===== src/rtl/mem_port_arbiter.sv =====
// Single-port access controller in front of the 256x16 mem block: arbitrates fetch vs
// load/store with load/store priority and a starvation bound that guarantees fetch progress.
module mem_port_arbiter #(
  parameter int ADDR_W     = 8,
  parameter int DATA_W     = 16,
  parameter int STARVE_MAX = 4
) (
  input  logic              clk,
  input  logic              rst_n,
  input  logic              if_valid,
  input  logic [ADDR_W-1:0] if_addr,
  output logic              if_ready,
  output logic              if_rvalid,
  output logic [DATA_W-1:0] if_rdata,
  input  logic              ls_valid,
  input  logic              ls_we,
  input  logic [ADDR_W-1:0] ls_addr,
  input  logic [DATA_W-1:0] ls_wdata,
  output logic              ls_ready,
  output logic              ls_rvalid,
  output logic [DATA_W-1:0] ls_rdata,
  output logic [ADDR_W-1:0] mem_addr,
  output logic [DATA_W-1:0] mem_din,
  output logic              mem_we,
  input  logic [DATA_W-1:0] mem_dout
);

  localparam int CNT_W = $clog2(STARVE_MAX + 1);
  localparam logic [CNT_W-1:0] STARVE_LIM = CNT_W'(STARVE_MAX);

  typedef enum logic [0:0] {IDLE = 1'b0, ACCESS = 1'b1} state_t;

  state_t             state_r, state_s;
  logic               ls_ready_s, if_ready_s;
  logic               owner_ls_r;
  logic [CNT_W-1:0]   starve_cnt_r;
  logic [ADDR_W-1:0]  mem_addr_r;
  logic [DATA_W-1:0]  mem_din_r, if_rdata_r, ls_rdata_r;
  logic               mem_we_r, if_rvalid_r, ls_rvalid_r;

  // State register
  always_ff @(posedge clk or negedge rst_n) begin
    if (!rst_n) begin
      state_r <= IDLE;
    end else begin
      state_r <= state_s;
    end
  end

  // Grant decision and next state; a waiting fetch overrides load/store once the bound is hit
  always_comb begin
    ls_ready_s = 1'b0;
    if_ready_s = 1'b0;
    state_s    = state_r;
    if (state_r == IDLE) begin
      ls_ready_s = ls_valid && !(if_valid && (starve_cnt_r == STARVE_LIM));
      if_ready_s = if_valid && !ls_ready_s;
    end else begin
      ls_ready_s = 1'b0;
      if_ready_s = 1'b0;
    end
    case (state_r)
      IDLE:    state_s = (ls_ready_s || if_ready_s) ? ACCESS : IDLE;
      ACCESS:  state_s = IDLE;
      default: state_s = IDLE;
    endcase
  end

  // Memory drive, response capture and starvation counter
  always_ff @(posedge clk or negedge rst_n) begin
    if (!rst_n) begin
      mem_addr_r   <= '0;
      mem_din_r    <= '0;
      mem_we_r     <= 1'b0;
      owner_ls_r   <= 1'b0;
      starve_cnt_r <= '0;
      if_rvalid_r  <= 1'b0;
      ls_rvalid_r  <= 1'b0;
      if_rdata_r   <= '0;
      ls_rdata_r   <= '0;
    end else begin
      if_rvalid_r <= 1'b0;
      ls_rvalid_r <= 1'b0;
      if (ls_ready_s) begin
        mem_addr_r   <= ls_addr;
        mem_din_r    <= ls_wdata;
        mem_we_r     <= ls_we;
        owner_ls_r   <= 1'b1;
        // if_valid here implies the counter is below the limit, so no saturation is needed
        starve_cnt_r <= if_valid ? (starve_cnt_r + CNT_W'(1)) : '0;
      end else if (if_ready_s) begin
        mem_addr_r   <= if_addr;
        mem_we_r     <= 1'b0;
        owner_ls_r   <= 1'b0;
        starve_cnt_r <= '0;
      end else if (state_r == ACCESS) begin
        mem_we_r <= 1'b0;
        if (owner_ls_r) begin
          ls_rvalid_r <= 1'b1;
          if (!mem_we_r) begin
            ls_rdata_r <= mem_dout;
          end
        end else begin
          if_rvalid_r <= 1'b1;
          if_rdata_r  <= mem_dout;
        end
      end
    end
  end

  assign ls_ready  = ls_ready_s;
  assign if_ready  = if_ready_s;
  assign mem_addr  = mem_addr_r;
  assign mem_din   = mem_din_r;
  assign mem_we    = mem_we_r;
  assign if_rvalid = if_rvalid_r;
  assign if_rdata  = if_rdata_r;
  assign ls_rvalid = ls_rvalid_r;
  assign ls_rdata  = ls_rdata_r;

endmodule


===== config.mk =====
export PLATFORM = sky130hd
export DESIGN_NAME = mem_port_arbiter
export DESIGN_NICKNAME = d
export VERILOG_FILES = /design/src/rtl/mem_port_arbiter.sv
export SDC_FILE = /design/constraint.sdc
export NUM_CORES = 1
export LEC_CHECK = 0
export CAP_MARGIN = 10
export CORE_MARGIN = 2
export CORE_UTILIZATION = 30
export CTS_CLUSTER_DIAMETER = 120
export DETAILED_ROUTE_END_ITERATION = 16
export GPL_TIMING_DRIVEN = 0
export PLACE_DENSITY = 0.69
export RECOVER_POWER = 25
export SLEW_MARGIN = 20
export SYNTH_ARGS = -nofsm -noshare
export SYNTH_HDL_FRONTEND = slang
export SYNTH_SLANG_ARGS = --single-unit
export TNS_END_PERCENT = 5

===== constraint.sdc =====
create_clock -name clk -period 2 [get_ports clk]
set_clock_uncertainty 0.2 [all_clocks]
set_input_delay 0.2 -clock clk [delete_from_list [all_inputs] [get_ports clk]]
set_output_delay 0.2 -clock clk [all_outputs]
set_load 0.02 [all_outputs]

# Yosys cells after proc, flatten, opt, wreduce, memory -nomap -nowiden
# Index checks and enable logic that the tools add are counted.
[word_totals] register_bits=64 inputBits=53 out_inout_bits=61 elab_cells=49
[op_classes] n_addsub=1 n_eq_ne=1 mux=22 n_bitwise=5 n_reduce_logical=10
[op_table] cell="1-bit two-way mux" n=16
[op_table] cell="8-bit two-way mux" n=2
[op_table] cell="3-bit two-way mux" n=3
[op_table] cell="1-bit inverter" n=5
[op_table] cell="5-bit AND reduction" n=1
[op_table] cell="4-bit AND reduction" n=1
[op_table] cell="3-bit by 1-bit adder with 3-bit output, second input constant" n=1
[op_table] cell="3-bit == test, second input constant" n=1
[op_table] cell="1-bit logical AND" n=3
[op_table] cell="3-bit nonzero test" n=1
[op_table] cell="1-bit zero test" n=2
[op_table] cell="1-bit case mux with 2 select lines" n=1
[op_table] cell="2-bit nonzero test" n=1
[op_table] cell="1-bit logical OR" n=1

# Longest topological paths before layout
[logic_depth] ltp_word=10 depth_mapped=7 ltp_nobuf=6

# Worst setup path after synthesis
# No wires, ideal clock.
[synth_timing] path_type="register -> register" from="register starve_cnt_r[0]" to="register mem_addr_r[0] (netlist: mem_addr[0])" setup_ps=125 t_arrival_ps=1414 required_time_ps=1675 slack_ps=261 stages_incl_launch_ff=7 n_path_buf=1 period_less_slack_ps=1739 path_cell_list="dfrtp_1 inv_1 ha_1 nand3_1 nand3b_4 buf_2 mux2_2"
[synth_via] elab_chain_cells=8 word_cells_on_any_way=10 classes_between="eq/ne: 1; mux: 3; reduce/logical: 6"
[synth_lines] element="start, declared" line="36" source="logic [CNT_W-1:0] starve_cnt_r;"
[synth_lines] element="start signal, assigned" line="90" source="starve_cnt_r <= if_valid ? (starve_cnt_r + CNT_W'(1)) : '0;"
[synth_lines] element="3-bit == test (*)" line="56" source="ls_ready_s = ls_valid && !(if_valid && (starve_cnt_r == STARVE_LIM));"
[synth_lines] element="1-bit logical AND (*)" line="56"
[synth_lines] element="1-bit zero test (*)" line="56"
[synth_lines] element="1-bit logical AND (*)" line="56"
[synth_lines] element="1-bit zero test" line="57" source="if_ready_s = if_valid && !ls_ready_s;"
[synth_lines] element="1-bit logical AND" line="57"
[synth_lines] element="1-bit two-way mux" line="55" source="if (state_r == IDLE) begin"
[synth_lines] element="2-bit nonzero test (no source line)"
[synth_lines] element="end signal, assigned" line="85" source="mem_addr_r <= ls_addr;"
[synth_lines] element="end signal, assigned" line="92" source="mem_addr_r <= if_addr;"
[synth_lines] element="end, declared" line="37" source="logic [ADDR_W-1:0] mem_addr_r;"
# Every way passes the cells marked *; elsewhere a longest branch is shown, timed or not.
# A chain may end at the register's enable or synchronous reset.

# Final worst setup path
[layout_timing] from="register starve_cnt_r[1]" to="output port ls_ready"
[layout_via] elab_chain_cells=5
[layout_lines] element="3-bit == test" line="56"
[layout_lines] element="1-bit logical AND" line="56"
[layout_lines] element="1-bit zero test" line="56"
[layout_lines] element="1-bit logical AND" line="56"
[layout_lines] element="1-bit two-way mux" line="55"
[layout_lines] element="end, declared" line="19" source="output logic ls_ready,"
# Every way passes these cells.

==> metrics.cfg <==
[die]
fp.dieH_microns = 97.90
num_io_pins = 114
die_w_microns = 97.90
fp.dieArea_sq_mm = 0.009583
std_cell_rows = 34
start_util = 0.3063
coreArea_sq_mm = 0.008636

[place]
port_buffers = 113
dpl_cell_area_sq_mm = 0.003936
gp_congestion = 0.7299
pre_cts_ws_ns = -0.3891
dp_cells = 388
place.detailed.hpwl_mm = 4.083

[clock_tree]
clock_latency_ns = 0.33
htreeDepth = 3
clk_path_buf_depth = 2
clockRootBuffer = clkbuf_8
cts_made_buffers = 9
clock_sinks = 64
path_clk_slew_ns = 0.07
tritoncts = done

[global_route]
grt_pass1_wl_mm = 9.328
top_usage_layer = met2
grt_util_met2 = 0.1970
antenna_found_initial = 0
met1_usage = 0.1457
grt-ovfl-total = 0
grt_util_met3 = 0.06586
grt_max_degree = 53
first_global_vias = 1941
grtUsageTotal = 0.1238

[worst_setup_path]
regToRegSetupSlack_ns = 0.12
r2r_start = starve_cnt_r[1]$_DFFE_PN0P_
cp-end-kind = primary output
cp-start-kind = register
crit_start = starve_cnt_r[1]$_DFFE_PN0P_
crit_arrival_ns = 1.51
crit_path_end = ls_ready
critPathMaxFanout = 10
r2r-end = mem_din[12]$_DFFE_PN0N_
r2r_cells = 7
crit_required_ns = 1.60
critical_path_class = reg2out

[synth]
yosysUniqueCellTypes = 25
yosysTopAreaCell = dfrtp_1
synth-edff-count = 0
syn_nets = 221
ys_seq_area_frac = 0.6055
netlist.area_leader.share = 0.6055
syn_area_sq_mm = 0.002645
syn_avg_cell_area_sq_um = 15.93
yosys-top-cells-area = dfrtp_1 61%, mux2_1 11%, mux2_4 10%
synth_common_cells = 64 x dfrtp_1, 25 x mux2_1, 21 x mux2_2
synth_seq_cells = 64
async_reset_ff_frac = 1.000
yosysMostFrequentCell = dfrtp_1
synth_ff_type = dfrtp_1
yosys_warnings = 0
syn_inst = 166

[final_layout]
syn2layout_area_growth_pct = 59.51
utilization = 0.4886
nNetsFinal = 348
instances_no_fill = 406
drive_gt1_frac = 0.2416
final_cell_area_sq_mm = 0.004219
n_antenna_cell = 0

[routing]
wl_mm = 5.668
routedWlPerCell_microns = 13.96
ant_nets = 0
via_per_inst = 4.382
drtIter0Drc = 39
drc = 0
vias = 1779
firstDrtPassIters = 3

[status]
status = finished, final reports clean

[pwr]
p_comb_frac = 0.371
power_frac_clock = 0.269
power.switching_mw = 1.500
leakage_nw = 1.834
p_seq_frac = 0.360
p_int_mw = 3.613
power_mw = 5.113
ir_drop_mv = 0.5863
p_per_area_mw_per_mm2 = 1212
swShare = 0.2934

[timing]
setup_viol = 0
rsz0062_at_grt = true
fmaxAchievable_mhz = 523.4
finalHoldViolCount = 0
worst_pin_slew_ns = 0.7997
relSlewSlack = 0.4668
final_max_slew_viol_count = 0
timing.final.crit_share = 0.9553
fin_ws_ns = 0.08938
period_needed_ns = 1.911

[flow_run]
max_cap_viol_count = 0

[min_path]
hold_path.class = in2reg

-- metal layers --
metal  wire, microns  vias up
met5               0        -
met4              70        0
met3             568        7
met2            2616       84
met1            2412      860
li1                -      828
-- worst max-delay path: stages, from the launching register on --
cell and delay, ns:
dfrtp_1 0.39, inv_2 0.09, ha_4 0.15, nand3_2 0.10
nand3b_4 0.11, buf_8 0.14, inv_2 0.04, buf_2 0.16
-- power by group through the flow --
| stage | Clock, mW | Sequential, mW | Combinational, mW |
|---|---|---|---|
| CTS | 1.42 | 1.85 | 1.93 |
| global placement | 0 | 1.85 | 1.87 |
| finish | 1.38 | 1.84 | 1.90 |
| floorplan | 0 | 2.29 | 0.511 |
| detailed placement | 0 | 1.86 | 1.90 |
| global route | 1.49 | 1.89 | 1.99 |
-- area by class of cell --
cell class / count / area [sq um]
clock buffer: 11 / 151.4
clock inverter: 5 / 102.6
multi-input combinational: 90 / 979.7
tap: 108 / 135.1
timing repair buffer: 116 / 1160
buffer: 7 / 70.07
sequential: 64 / 1602
fill: 769 / 4417
inverter: 5 / 18.77
-- timing repair --
action,CTS,global route
resized for setup,15,1
endpoints found under the hold margin,64,0
pin swaps,1,0
setup buffers,1,0
hold buffers,1,0
setup endpoints to repair,2,2
-- worst min-delay path by stage --
stage / from / to / slack (ns) / cells after the start
2_1_floorplan: rst_n / if_rdata[0]$_DFFE_PN0P_ / -0.30 / 0
3_3_place_gp: mem_din[15]$_DFFE_PN0N_ / mem_din[15]$_DFFE_PN0N_ / 0.27 / 1
3_5_place_dp: rst_n / if_rdata[2]$_DFFE_PN0P_ / -0.13 / 1
4_1_cts: rst_n / if_rdata[2]$_DFFE_PN0P_ / 0.05 / 2
5_1_grt: ls_wdata[6] / mem_din[6]$_DFFE_PN0N_ / 0.24 / 2
6_report: ls_wdata[6] / mem_din[6]$_DFFE_PN0N_ / 0.26 / 2
-- sequential cells by signal (all words and copies together), names as in the netlist, 3 cells and up --
register and count:
mem_din 16, mem_addr 8, if_rdata 16, ls_rdata 16, starve_cnt_r 3
-- kinds of logic after synthesis --
group	Yosys count	share of synthesized area
mux	64	0.2980
flops	64	0.6055
simple gates	17	0.04116
buf+inv	12	0.02980
compound gates	7	0.01608
fa+ha+maj	2	0.009459
-- through the flow --
| stage | hold slack (ns) | TNS, ns |
|---|---|---|
| 6_report | 0.2575 | 0 |
| 5_1_grt | 0.2426 | -0.01224 |
| 4_1_cts | 0.05018 | 0 |
| 3_5_place_dp | -0.1334 | -1.079 |
| 3_3_place_gp | 0.2742 | -107.22 |
| 2_1_floorplan | -0.2956 | 0 |
-- layout by cell type, fill, tap and decap left out, drive strengths merged, types with 4 or more instances in the layout --
master and instances:
clkdlybuf4s50 110, mux2 64, clkbuf 13, buf 10, nand2 4, inv 5, dfrtp 64
(Power assumes the default switching activity.)
